File: config.mk
export PLATFORM = sky130hd
export DESIGN_NAME = hazard_stall_unit
export DESIGN_NICKNAME = d
export VERILOG_FILES = /design/src/rtl/hazard_stall_unit_pkg.sv /design/src/rtl/hazard_stall_unit_mdu_busy_counter.sv /design/src/rtl/hazard_stall_unit.sv
export SDC_FILE = /design/constraint.sdc
export NUM_CORES = 1
export LEC_CHECK = 0
export ABC_AREA = 1
export BUFFER_PORTS_ARGS = -buffer_cell sky130_fd_sc_hd__buf_2
export CORE_ASPECT_RATIO = 0.75
export CORE_MARGIN = 3
export CORE_UTILIZATION = 45
export CTS_CLUSTER_SIZE = 24
export DETAILED_ROUTE_END_ITERATION = 6
export PLACE_DENSITY = 0.73
export SKIP_CTS_REPAIR_TIMING = 1
export SLEW_MARGIN = 20
export SYNTH_ARGS = -nofsm -noshare
export SYNTH_HDL_FRONTEND = slang
export SYNTH_SLANG_ARGS = --single-unit
File: constraint.sdc
create_clock -name clk -period 2.4 [get_ports clk]
set_input_delay 0.12 -clock clk [delete_from_list [all_inputs] [get_ports clk]]
set_output_delay 0.12 -clock clk [all_outputs]
set_load 0.01 [all_outputs]
File: src/rtl/hazard_stall_unit_pkg.sv
`default_nettype none
// ==================================================================
// Package : hazard_stall_unit_pkg
// Shared Tuse/Tnew encodings and MDU latency defaults.
// Rev     : 1.0
// ==================================================================
package hazard_stall_unit_pkg;

  // Tnew/Tuse code points; all-ones on a Tuse field means "operand not read"
  typedef enum logic [1:0] {
    T_NOW     = 2'd0,
    T_ALU     = 2'd1,
    T_LOAD    = 2'd2,
    TUSE_NONE = 2'd3
  } t_code_e;

  localparam int MULT_CYC_DEF = 5;
  localparam int DIV_CYC_DEF  = 10;

endpackage
`default_nettype wire

File: src/rtl/hazard_stall_unit_mdu_busy_counter.sv
`default_nettype none
// ==================================================================
// Module : mdu_busy_counter
// Multi-cycle MDU occupancy counter; a new start reloads the count.
// Rev    : 1.0
// ==================================================================
module mdu_busy_counter
  import hazard_stall_unit_pkg::*;
#(
  parameter int BUSY_W   = 4,
  parameter int MULT_CYC = MULT_CYC_DEF,
  parameter int DIV_CYC  = DIV_CYC_DEF
) (
  input  logic clk,
  input  logic reset_n,
  input  logic start,
  input  logic div,
  output logic busy
);

  localparam logic [BUSY_W-1:0] MULT_LD = BUSY_W'(MULT_CYC);
  localparam logic [BUSY_W-1:0] DIV_LD  = BUSY_W'(DIV_CYC);

  logic [BUSY_W-1:0] busy_cnt_d;
  logic [BUSY_W-1:0] busy_cnt_q;

  always_comb begin
    busy_cnt_d = busy_cnt_q;
    if (start) begin
      busy_cnt_d = div ? DIV_LD : MULT_LD;
    end else if (busy_cnt_q != '0) begin
      busy_cnt_d = busy_cnt_q - BUSY_W'(1);
    end
  end

  always_ff @(posedge clk or negedge reset_n) begin
    if (!reset_n) begin
      busy_cnt_q <= '0;
    end else begin
      busy_cnt_q <= busy_cnt_d;
    end
  end

  // The instruction sitting in E already occupies the MDU before the load lands
  assign busy = (busy_cnt_q != '0) || start;

endmodule
`default_nettype wire

File: src/rtl/hazard_stall_unit.sv
`default_nettype none
// ==================================================================
// Module : hazard_stall_unit
// D-stage stall/flush control from Tuse/Tnew with E/M shadow tracking.
// Rev    : 1.0
// ==================================================================
module hazard_stall_unit
  import hazard_stall_unit_pkg::*;
#(
  parameter int REG_AW      = 5,
  parameter int T_W         = 2,
  parameter int MULT_CYC    = MULT_CYC_DEF,
  parameter int DIV_CYC     = DIV_CYC_DEF,
  parameter int BUSY_W      = 4,
  parameter int STALL_CNT_W = 32
) (
  input  logic                   clk,
  input  logic                   reset_n,
  input  logic [REG_AW-1:0]      d_rs,
  input  logic [REG_AW-1:0]      d_rt,
  input  logic [T_W-1:0]         d_tuse_rs,
  input  logic [T_W-1:0]         d_tuse_rt,
  input  logic [REG_AW-1:0]      d_a3,
  input  logic [T_W-1:0]         d_tnew,
  input  logic                   d_md_use,
  input  logic                   d_md_start,
  input  logic                   d_md_div,
  input  logic                   flush,
  output logic                   en_pc,
  output logic                   en_d,
  output logic                   clr_e,
  output logic                   stall_reg,
  output logic                   stall_md,
  output logic                   md_busy,
  output logic [STALL_CNT_W-1:0] stall_cycles
);

  localparam logic [T_W-1:0] TUSE_ALL = {T_W{1'b1}};
  localparam logic [T_W-1:0] TNEW_NOW = T_W'(T_NOW);

  logic [REG_AW-1:0]      e_a3_d, e_a3_q, m_a3_d, m_a3_q;
  logic [T_W-1:0]         e_tnew_d, e_tnew_q, m_tnew_d, m_tnew_q;
  logic                   e_md_start_d, e_md_start_q;
  logic                   e_md_div_d, e_md_div_q;
  logic [STALL_CNT_W-1:0] stall_cycles_d, stall_cycles_q;

  logic hit_e_rs, hit_e_rt, hit_m_rs, hit_m_rt;
  logic stall;

  assign hit_e_rs = (d_rs == e_a3_q) && (e_a3_q != '0) && (d_tuse_rs != TUSE_ALL) && (d_tuse_rs < e_tnew_q);
  assign hit_e_rt = (d_rt == e_a3_q) && (e_a3_q != '0) && (d_tuse_rt != TUSE_ALL) && (d_tuse_rt < e_tnew_q);
  assign hit_m_rs = (d_rs == m_a3_q) && (m_a3_q != '0) && (d_tuse_rs != TUSE_ALL) && (d_tuse_rs < m_tnew_q);
  assign hit_m_rt = (d_rt == m_a3_q) && (m_a3_q != '0) && (d_tuse_rt != TUSE_ALL) && (d_tuse_rt < m_tnew_q);

  mdu_busy_counter #(
    .BUSY_W   (BUSY_W),
    .MULT_CYC (MULT_CYC),
    .DIV_CYC  (DIV_CYC)
  ) u_mdu_busy (
    .clk     (clk),
    .reset_n (reset_n),
    .start   (e_md_start_q),
    .div     (e_md_div_q),
    .busy    (md_busy)
  );

  // Raw stall causes stay visible even when a flush overrides them
  assign stall_reg = hit_e_rs || hit_e_rt || hit_m_rs || hit_m_rt;
  assign stall_md  = d_md_use && md_busy;
  assign stall     = (stall_reg || stall_md) && !flush;
  assign en_pc     = !stall;
  assign en_d      = !stall;
  assign clr_e     = stall || flush;
  assign stall_cycles = stall_cycles_q;

  always_comb begin
    m_a3_d   = e_a3_q;
    m_tnew_d = (e_tnew_q == TNEW_NOW) ? TNEW_NOW : (e_tnew_q - T_W'(1));
    if (clr_e) begin
      e_a3_d       = '0;
      e_tnew_d     = '0;
      e_md_start_d = 1'b0;
      e_md_div_d   = 1'b0;
    end else begin
      e_a3_d       = d_a3;
      e_tnew_d     = d_tnew;
      e_md_start_d = d_md_start;
      e_md_div_d   = d_md_div;
    end
    stall_cycles_d = stall_cycles_q;
    if (stall && (stall_cycles_q != '1)) begin
      stall_cycles_d = stall_cycles_q + STALL_CNT_W'(1);
    end
  end

  always_ff @(posedge clk or negedge reset_n) begin
    if (!reset_n) begin
      e_a3_q         <= '0;
      e_tnew_q       <= '0;
      e_md_start_q   <= 1'b0;
      e_md_div_q     <= 1'b0;
      m_a3_q         <= '0;
      m_tnew_q       <= '0;
      stall_cycles_q <= '0;
    end else begin
      e_a3_q         <= e_a3_d;
      e_tnew_q       <= e_tnew_d;
      e_md_start_q   <= e_md_start_d;
      e_md_div_q     <= e_md_div_d;
      m_a3_q         <= m_a3_d;
      m_tnew_q       <= m_tnew_d;
      stall_cycles_q <= stall_cycles_d;
    end
  end

endmodule
`default_nettype wire

==> out/qor.yml <==
outcome:
  run_status: "complete, no violations"
logic_synthesis:
  synth-seq-cells: 52
  syn_nets: 528
  syn-cell-area_mm2: 0.00342
  ys_warn_count: 0
  ys_types: 26
  syn_avg_cell_area_um2: 6.93
  syn_inst: 494
  yosysSeqAreaShare: 0.380
die:
  io_pins: 65
  die_w_um: 107
  start_util: 0.483
  dieHeight_um: 81.5
  die_area_mm2: 0.00870
  core_mm2: 0.00709
  rows: 26
clock_network:
  root_buffer: "clkbuf_8"
  clock_latency_ns: 0.31
  cts_made_buffers: 5
  cts.sinks: 52
  clock_path_buffers: 2
  clk_pin_slew_ns: 0.10
  cts_tree: "built"
  htreeDepth: 2
run:
  maxCapViolations: 0
final_layout:
  drive_gt1_frac: 0.160
  antenna_cells: 0
  area_delta_synth_final_pct: 18.2
  final_common_cell: "nand2_1"
  fill_cells: 724
  final_cell_mix: "nand2_1 (180), buf_2 (64), nor2_1 (63)"
  stdcell_count: 668
  fin_nets: 603
  fin_util: 0.571
global_routing:
  grt.overflow.total: 0
  grt_pass1_vias: 3094
  antenna_found_initial: 0
  grt_pass1_wl_mm: 14.9
  grt_start_max_net_pins: 35
  track_usage: 0.215
power:
  swShare: 0.342
  p_leak_uw: 0.00221
  pwr-share-comb: 0.290
  powerDensity_mw_per_mm2: 551
  vdd_drop_max_uv: 275
  p_int_uw: 1470
  p_seq_frac: 0.470
  power_frac_clock: 0.240
  switching_power_uw: 763
setup_path:
  arrival_ns: 2.16
  criticalPathCategory: "register to primary output"
  required_ns: 2.28
  critPathLaunchType: "register"
  worst_setup_path_end_kind: "primary output"
  crit_fanout: 34
timing:
  holdWs_ns: 0.00522
  fin_ws_ns: 0.118
  max_freq_mhz: 438
  fin_crit_sh: 0.951
  drv_slew: 0
  fin_skew_ns: 0.00987
  worstMarginPinSlew_ns: 0.655
  finalHoldViolations: 0
  slew_headroom: 0.560
  tns_ns: 0
  setup_violations: 0
  finalCriticalPeriod_ns: 2.28
drt:
  firstDrtPassIters: 6
  via_per_inst: 5.06
  drtIter0Drc: 302
  drc: 0
  vias: 3380
  drtAntennaViolNets: 0
  routedWlPerCell_um: 13.7
  routed_wl_mm: 9.15
min_path:
  min_path_type: "input pin to register"
placement:
  place.gp.congestion: 1.01
  portBuffers: 64
  dp_worst_setup_slack_ns: 0.126
  dpl.hpwl_mm: 7.04
  dp.cells: 650
worst max-delay path: stages (launching register included):
cell and delay (ns):
dfrtp_1 0.38, inv_1 0.09, ha_1 0.23, o21ai_0 0.08, nand2_1 0.08, nor2_1 0.13, nand2_1 0.07, nand2_1 0.06
nand2_1 0.13, nand3_2 0.16, buf_12 0.20, nand2_1 0.08, buf_2 0.15
flip-flops by register name, summed over array words and instances (netlist names):
name                   count
e_md_div_q                 1
stall_cycles              32
m_tnew_q                   2
e_md_start_q               1
e_tnew_q                   2
e_a3_q                     5
m_a3_q                     5
u_mdu_busy.busy_cnt_q      4
per-stage QoR:
stage / total power (uW) / instance area, um^2
final: 2230 / 4050
after global routing: 2380 / 4050
after CTS: 2210 / 3930
after detailed placement: 1670 / 3840
after global placement: 1650 / 3840
after floorplan: 1470 / 3420
worst paths after layout:
| kind | depth (start not counted) | end | slack, ns | startpoint |
|---|---|---|---|---|
| max reg2reg | 10 | stall_cycles[21]$_DFFE_PN0P_ | 0.27 | stall_cycles[5]$_DFFE_PN0P_ |
| min | 3 | e_tnew_q[1]$_DFF_PN0_ | 0.005 | d_tnew[1] |
| max in group asynchronous | 3 | stall_cycles[10]$_DFFE_PN0P_ | 1.35 | reset_n |
| min in group asynchronous | 2 | stall_cycles[13]$_DFFE_PN0P_ | 0.27 | reset_n |
| min reg2reg | 0 | m_a3_q[4]$_DFF_PN0_ | 0.43 | e_a3_q[4]$_DFF_PN0_ |
| max | 12 | en_d | 0.12 | m_tnew_q[1]$_DFF_PN0_ |
layout make-up:
class / count / area (um^2) / share of cell area
inverter: 57 / 214 / 0.0529
sequential: 52 / 1300 / 0.322
clock buffer: 6 / 82.6 / 0.0204
timing repair buffer: 81 / 473 / 0.117
multi-input combinational: 372 / 1840 / 0.455
tap: 98 / 123 / 0.0303
clock inverter: 2 / 13.8 / 0.00340
power by group through the flow:
stage	sequential [uW]	clock [uW]	combinational, uW
3_3_place_gp	1060	0	590
4_1_cts	1050	550	612
2_1_floorplan	1080	0	394
3_5_place_dp	1060	0	607
6_report	1050	536	646
5_1_grt	1060	586	734
logic make-up (layout without fill, tap and decap cells):
logic type,after synthesis,after routing,share of synthesized area
buffers and inverters,70,146,0.0859
AND/OR/NAND/NOR,317,317,0.396
flip-flops,52,52,0.380
XOR/XNOR,37,37,0.0947
adder cells (fa/ha/maj),7,7,0.0256
AO/OA/AOI/OAI,11,11,0.0172
layer usage:
layer	wire, um	GRT usage	up-vias
li1	-	-	1698
met4	78	0.0345	0
met2	3850	0.325	108
met3	617	0.0369	13
met5	0	0	-
met1	4610	0.328	1561
synthesized netlist by cell type:
master	instances	share of area
a21o_1	1	0.0022
nand4_1	34	0.062
buf_2	4	0.0059
nand3_2	2	0.0059
nor2_2	1	0.0018
clkbuf_1	2	0.0022
xor2_1	22	0.056
a21oi_1	5	0.0073
ha_1	7	0.026
nand2_1	180	0.20
inv_1	56	0.061
o21ai_0	4	0.0059
o22ai_1	1	0.0018
nor2_1	63	0.069
dfrtp_1	52	0.38
nor3_1	15	0.022
inv_2	1	0.0011
buf_6	3	0.0099
xnor2_1	15	0.038
nand3b_1	2	0.0044
nor4_1	1	0.0018
buf_4	1	0.0022
nor2_4	1	0.0033
nand4_2	1	0.0037
nand3_1	17	0.025
buf_1	3	0.0033
(Power assumes the default switching activity.)
